**config.mk**
```make
export PLATFORM = sky130hd
export DESIGN_NAME = hazard_controller
export DESIGN_NICKNAME = d
export VERILOG_FILES = /design/src/rtl/hazard_controller_pkg.sv /design/src/rtl/hazard_controller_forward_unit.sv /design/src/rtl/hazard_controller.sv
export SDC_FILE = /design/constraint.sdc
export NUM_CORES = 1
export LEC_CHECK = 0
export ABC_CLOCK_PERIOD_IN_PS = 1800
export CAP_MARGIN = 10
export CORE_ASPECT_RATIO = 1.75
export CORE_MARGIN = 4
export CORE_UTILIZATION = 44
export CTS_BUF_LIST = sky130_fd_sc_hd__clkbuf_8
export CTS_CLUSTER_DIAMETER = 60
export CTS_CLUSTER_SIZE = 20
export DETAILED_ROUTE_END_ITERATION = 7
export PLACE_DENSITY = 0.88
export SLEW_MARGIN = 0
export SYNTH_ARGS = -nofsm -noshare
export SYNTH_HDL_FRONTEND = slang
export SYNTH_SLANG_ARGS = --single-unit
```
**constraint.sdc**
```tcl
create_clock -name clk -period 1.8 [get_ports clk]
set_input_delay 0.27 -clock clk [delete_from_list [all_inputs] [get_ports clk]]
set_output_delay 0.27 -clock clk [all_outputs]
set_load 0.1 [all_outputs]
```
**src/rtl/hazard_controller_pkg.sv**
```systemverilog
// Shared types and constants for the pipeline hazard controller.
package hazard_controller_pkg;

    localparam int unsigned REG_W = 5;
    localparam int unsigned SEL_W = 2;

    typedef enum logic {
        RUN       = 1'b0,
        MISS_WAIT = 1'b1
    } state_t;

    localparam logic [SEL_W-1:0] FWD_RF  = 2'b00;
    localparam logic [SEL_W-1:0] FWD_MEM = 2'b01;
    localparam logic [SEL_W-1:0] FWD_WB  = 2'b10;

    // One bit per pipeline stage register, IF through WB.
    typedef struct packed {
        logic f;
        logic d;
        logic e;
        logic m;
        logic w;
    } stage_ctrl_t;

endpackage

```
**src/rtl/hazard_controller_forward_unit.sv**
```systemverilog
// EX-stage operand bypass selection; the younger MEM result wins over WB.
module forward_unit
    import hazard_controller_pkg::*;
(
    input  logic [REG_W-1:0] reg1_srcE,
    input  logic [REG_W-1:0] reg2_srcE,
    input  logic [REG_W-1:0] reg_dstM,
    input  logic [REG_W-1:0] reg_dstW,
    input  logic             reg_write_enM,
    input  logic             reg_write_enW,
    output logic [SEL_W-1:0] op1_sel,
    output logic [SEL_W-1:0] op2_sel
);

    logic mem_ok;
    logic wb_ok;

    always_comb begin
        mem_ok = reg_write_enM && (reg_dstM != '0);
        wb_ok  = reg_write_enW && (reg_dstW != '0);

        op1_sel = FWD_RF;
        if (mem_ok && (reg_dstM == reg1_srcE))     op1_sel = FWD_MEM;
        else if (wb_ok && (reg_dstW == reg1_srcE)) op1_sel = FWD_WB;

        op2_sel = FWD_RF;
        if (mem_ok && (reg_dstM == reg2_srcE))     op2_sel = FWD_MEM;
        else if (wb_ok && (reg_dstW == reg2_srcE)) op2_sel = FWD_WB;
    end

endmodule

```
**src/rtl/hazard_controller.sv**
```systemverilog
// Pipeline sequencer: stage hold/clear controls, bypass selects, D-cache miss freeze
// and saturating performance counters for the 5-stage RV32I core.
module hazard_controller
    import hazard_controller_pkg::*;
#(
    parameter int unsigned CNT_W        = 16,
    parameter int unsigned MISS_TIMEOUT = 1024
) (
    input  logic             clk,
    input  logic             rst,
    input  logic [REG_W-1:0] reg1_srcD,
    input  logic [REG_W-1:0] reg2_srcD,
    input  logic [REG_W-1:0] reg1_srcE,
    input  logic [REG_W-1:0] reg2_srcE,
    input  logic [REG_W-1:0] reg_dstE,
    input  logic [REG_W-1:0] reg_dstM,
    input  logic [REG_W-1:0] reg_dstW,
    input  logic             reg_write_enE,
    input  logic             reg_write_enM,
    input  logic             reg_write_enW,
    input  logic             cache_read_enE,
    input  logic             jalD,
    input  logic             jalrE,
    input  logic             br_takenE,
    input  logic             mem_req,
    input  logic             mem_miss,
    input  logic             mem_ready,
    output logic             bubbleF,
    output logic             bubbleD,
    output logic             bubbleE,
    output logic             bubbleM,
    output logic             bubbleW,
    output logic             flushF,
    output logic             flushD,
    output logic             flushE,
    output logic             flushM,
    output logic             flushW,
    output logic [SEL_W-1:0] op1_sel,
    output logic [SEL_W-1:0] op2_sel,
    output logic [CNT_W-1:0] stall_cycles,
    output logic [CNT_W-1:0] flush_count,
    output logic             miss_timeout
);

    localparam int unsigned WAIT_W = $clog2(MISS_TIMEOUT + 1);

    state_t            state;
    state_t            state_next;
    stage_ctrl_t       bubble;
    stage_ctrl_t       flush;
    logic              miss_now;
    logic              miss_stall;
    logic              load_use;
    logic              redirect;
    logic [SEL_W-1:0]  fwd1;
    logic [SEL_W-1:0]  fwd2;
    logic [WAIT_W-1:0] wait_cnt;
    logic [WAIT_W-1:0] wait_inc;

    forward_unit u_forward_unit (
        .reg1_srcE     (reg1_srcE),
        .reg2_srcE     (reg2_srcE),
        .reg_dstM      (reg_dstM),
        .reg_dstW      (reg_dstW),
        .reg_write_enM (reg_write_enM),
        .reg_write_enW (reg_write_enW),
        .op1_sel       (fwd1),
        .op2_sel       (fwd2)
    );

    always_ff @(posedge clk) begin
        if (rst) state <= RUN;
        else     state <= state_next;
    end

    // Next state and stage controls; priority: reset, miss freeze, redirect, load-use, jal.
    always_comb begin
        state_next = state;
        bubble     = '0;
        flush      = '0;
        op1_sel    = fwd1;
        op2_sel    = fwd2;
        miss_now   = mem_req && mem_miss;
        miss_stall = (state == MISS_WAIT) || miss_now;
        redirect   = br_takenE || jalrE;
        load_use   = cache_read_enE && (reg_dstE != '0) &&
                     ((reg_dstE == reg1_srcD) || (reg_dstE == reg2_srcD));

        case (state)
            RUN:       if (miss_now)  state_next = MISS_WAIT;
            MISS_WAIT: if (mem_ready) state_next = RUN;
            default:   state_next = RUN;
        endcase

        if (rst) begin
            flush   = '1;
            op1_sel = FWD_RF;
            op2_sel = FWD_RF;
        end else if (miss_stall) begin
            bubble.f = 1'b1;
            bubble.d = 1'b1;
            bubble.e = 1'b1;
            bubble.m = 1'b1;
            flush.w  = 1'b1;
        end else if (redirect) begin
            flush.d = 1'b1;
            flush.e = 1'b1;
        end else if (load_use) begin
            bubble.f = 1'b1;
            bubble.d = 1'b1;
            flush.e  = 1'b1;
        end else if (jalD) begin
            flush.d = 1'b1;
        end
    end

    assign {bubbleF, bubbleD, bubbleE, bubbleM, bubbleW} = bubble;
    assign {flushF, flushD, flushE, flushM, flushW}      = flush;

    always_ff @(posedge clk) begin
        if (rst) begin
            stall_cycles <= '0;
            flush_count  <= '0;
        end else begin
            if ((bubble != '0) && (stall_cycles != '1))
                stall_cycles <= stall_cycles + CNT_W'(1);
            if ((flush.d || flush.e) && (flush_count != '1))
                flush_count <= flush_count + CNT_W'(1);
        end
    end

    assign wait_inc = wait_cnt + WAIT_W'(1);

    // Miss watchdog: the flag is sticky, the FSM keeps waiting for the refill.
    always_ff @(posedge clk) begin
        if (rst) begin
            wait_cnt     <= '0;
            miss_timeout <= 1'b0;
        end else if (state == RUN) begin
            if (miss_now) wait_cnt <= '0;
        end else begin
            if (wait_cnt != WAIT_W'(MISS_TIMEOUT)) wait_cnt <= wait_inc;
            if (wait_inc == WAIT_W'(MISS_TIMEOUT)) miss_timeout <= 1'b1;
        end
    end

endmodule

```
==> results.toml <==
[grt]
global_routing_usage_summed_across_all_routing_layers_pct = 34.5
met1_routing_resource_usage_after_global_routing_pct = 31.8
grt-busiest-layer = "met2"
met2_usage_pct = 62.6
first_pass_grt_wire_length_mm = 22.6
grt_use_met3_pct = 8.21
pin_count_of_the_biggest_net_entering_global_routing = 29
gr-total-overflow = 0
antenna_violations_before_repair = 0
via_count_of_the_first_global_routing_pass = 4374

[synthesis]
post_synth_instance_area_mm2 = 0.00302
syn-instance-count = 376
asyncSetResetFlopFracSynth_pct = 0
synth_largest_type_area_fraction_pct = 29.8
dominantRegCellSynth = "dfxtp_1"
ys_top_cells_by_area = "dfxtp_1, xnor2_1, a21oi_1, nand3_1, or4_1"
synth_nets = 428
postSynthAreaPerCell_um2 = 8.04
synthesis.yosys.warnings = 0
synth.lib_cells_used.distinct = 59
yosysTopAreaCell = "dfxtp_1"
total_of_flip_flops_plus_latches_after_synthesis = 45
synth-edff-count = 0
synth_sequential_area_ratio_pct = 29.8

[final_layout]
finish.net_count = 620
layout-drive-gt1-share_pct = 62.6
fillCellCount = 228
areaGrowthSynthToFinish_pct = 98.6
n_antenna_cell = 0
fin_area_mm2 = 0.00600

[detailed_routing]
first_iter_violations = 716
totalWireLength_mm = 19.3
wire_length_per_cell_um = 29.6
antenna_violating_nets_post_route = 0
routed-via-count = 4566
post_drt_via_cell_ratio = 7.01
detailedRoute.firstPassIterationCount = 8
route.detailed.drc = 13

[clock_network]
clock_sink_count = 45
cts_buffer_depth = 2
ctsHtreeMaxLevel = 2
worstSkewPairLatency_ns = 0.33
clkSlewWorstSetupHoldPaths_ns = 0.11
tritoncts.num_buffers = 5
cts.root.buffer_cell = "clkbuf_8"
cts_tree = "built"

[worst_setup_path]
cp_cell_sequence = "buf_2 -> xnor2_1 -> nand2_2 -> o22ai_4 -> buf_6 -> buf_6 -> a31oi_4 -> buf_6 -> o31ai_1 -> a21oi_2"
critPathMostFrequentCell = "buf_6"
worst-path-max-fanout = 8
crit_arrival_ns = 2.58
critical_path.startpoint_type = "primary input"
kind_of_cell_adding_the_most_delay_to_the_critical_path = "compound AO/OA/AOI/OAI gates"
crit-reg2reg-launch = "state"
cp.required_ns = 2.00
critPathKind = "in2reg"
setup.worst_path.end_class = "register"
cp.buffers_inverters = 4
slowest_delay_ns = 0.76
end_of_the_worst_register_to_register_path = "flush_count[6]"
critical-path-slowest-cell = "o31ai_1"
r2r_slack_ns = -0.56
r2r.worst_path.cells = 9

[outcome]
failed_checks = "design-rule violations, negative setup slack"
status = "finished with violations"

[flow_run]
cap_violations = 0

[floorplanning]
row_count = 39
pin_count = 94
die_height_um = 118
initial_utilization_pct = 45.9
die_area_mm2 = 0.00832
core_area_mm2 = 0.00659
die_width_um = 70.7

[timing]
report.final.setup_viol = 47
finalWorstSetupSlack_ns = -0.579
worst-slew-pin-transition_ns = 0.941
final.min_clock_period_ns = 2.38
finalMaxSlewViolations = 0
setup_tns_ns = -9.50
fmaxAchievable_mhz = 420
slew_headroom_pct = 36.7
fin_crit_sh_pct = 132
finalHoldViolCount = 0
finalClockSkew_ns = 0.0165
grt_setup_unrepaired = "true"

[power_and_ir_drop]
irDropWorstVdd_uv = 373
static-leakage-power_nw = 2.39
power_density_mw_per_mm2 = 469
totalPowerFinal_w = 0.00281

[place]
port_buffers = 91
dp.final_hpwl_mm = 8.21
placedInstanceArea_mm2 = 0.00508
gpl.final_weighted_congestion = 0.885

[min_path]
startpoint_of_the_tightest_hold_check_path = "flush_count[15]"
hold_path_end = "flush_count[15]"
class_of_the_tightest_hold_or_removal_check = "reg2reg"
worstHoldPathCells = 1
[flip-flops by register name (all words and copies together), names as in the netlist]
name / cells
stall_cycles: 16
flush_count: 16
wait_cnt: 11
state: 1
miss_timeout: 1
[per-stage QoR]
stage | utilization (%) | worst slack (ns) | cells | hold WS, ns
6_report | 91.1 | -0.579 | 651 | 0.538
5_1_grt | 91.1 | -0.516 | 651 | 0.538
4_1_cts | 84.9 | -0.280 | 643 | 0.487
3_5_place_dp | 77.2 | -0.690 | 611 | 0.459
3_3_place_gp | 77.2 | -0.585 | 611 | 0.459
2_1_floorplan | - | -0.594 | 376 | 0.366
[worst max path at each step]
stage,cells past startpoint,to,start
3_3_place_gp,6,flush_count[7],reg_dstE[2]
5_1_grt,10,flush_count[6],reg2_srcD[2]
2_1_floorplan,4,op1_sel[1],reg_dstM[0]
3_5_place_dp,8,flush_count[8],reg_dstE[0]
4_1_cts,7,op2_sel[1],reg_dstM[0]
6_report,10,flush_count[6],reg2_srcD[2]
[where the power goes]
part	switching [W]	internal, W
combinational	0.000624	0.000465
clock	0.000429	0.000284
sequential	0.0000192	0.000992
total	0.00107	0.00174
[Yosys cell counts, drive strengths merged, types with 4 or more instances]
cell,count
a21oi,35
a31oi,4
and2,4
and3,8
and4,4
buf,16
clkbuf,7
dfxtp,45
ha,5
inv,10
mux2,5
nand2,29
nand3,24
nand4,6
nor2,24
nor2b,6
nor3,14
nor4,6
o21ai,16
o31ai,13
or3,14
or4,17
xnor2,21
xor2,13
[repair_timing]
| action | CTS | global route |
|---|---|---|
| pin swaps | 42 | 34 |
| resized for setup | 147 | 95 |
| hold buffers | 0 | 0 |
| hold endpoints to repair | 0 | 0 |
| endpoints found under the setup margin | 43 | 50 |
| buffers inserted | 24 | 9 |
[routing by layer]
| metal | up-vias | part of all wire (%) |
|---|---|---|
| met2 | 492 | 49 |
| met3 | 201 | 10 |
| li1 | 1761 | - |
| met1 | 2112 | 30 |
| met4 | 0 | 11 |
| met5 | - | 0 |
[cell type report]
type                    count  area, µm²  share of cell area [%]
clock inverters             3       25.0                   0.417
multi-input cells         298       2690                    44.8
inverters                  10       41.3                   0.688
clock buffers               5       68.8                    1.15
well taps                  82        103                    1.71
repair buffers            208       2090                    34.8
flip-flops and latches     45        986                    16.4
[placed cells by master (no fill, tap or decap), types with 5 or more instances in the layout]
| cell type | instances |
|---|---|
| a21oi_1 | 16 |
| a21oi_2 | 16 |
| buf_12 | 31 |
| buf_2 | 10 |
| buf_4 | 104 |
| buf_6 | 31 |
| clkbuf_2 | 5 |
| clkbuf_8 | 5 |
| clkdlybuf4s15_1 | 9 |
| clkdlybuf4s50_1 | 5 |
| dfxtp_1 | 9 |
| dfxtp_2 | 20 |
| dfxtp_4 | 16 |
| dlygate4sd2_1 | 11 |
| inv_1 | 9 |
| nand2_1 | 24 |
| nand3_1 | 14 |
| nand3_2 | 8 |
| nand4_1 | 6 |
| nor2_1 | 19 |
| nor2_4 | 5 |
| nor3_1 | 6 |
| nor4_4 | 5 |
| o21ai_1 | 10 |
| o31ai_1 | 11 |
| or3_4 | 10 |
| or4_4 | 14 |
| xnor2_1 | 10 |
| xnor2_2 | 7 |
| xor2_1 | 12 |
[kinds of logic after synthesis]
group | share of synthesized area (%)
muxes | 2.32
buffers and inverters | 6.37
AOI/OAI and AO/OA | 19.3
DFF | 29.8
xor gates and xnor gates | 9.85
other | 0.124
and+or+nand+nor | 30.2
adders and majority gates | 2.07
Power figures use the tool's default switching activity.
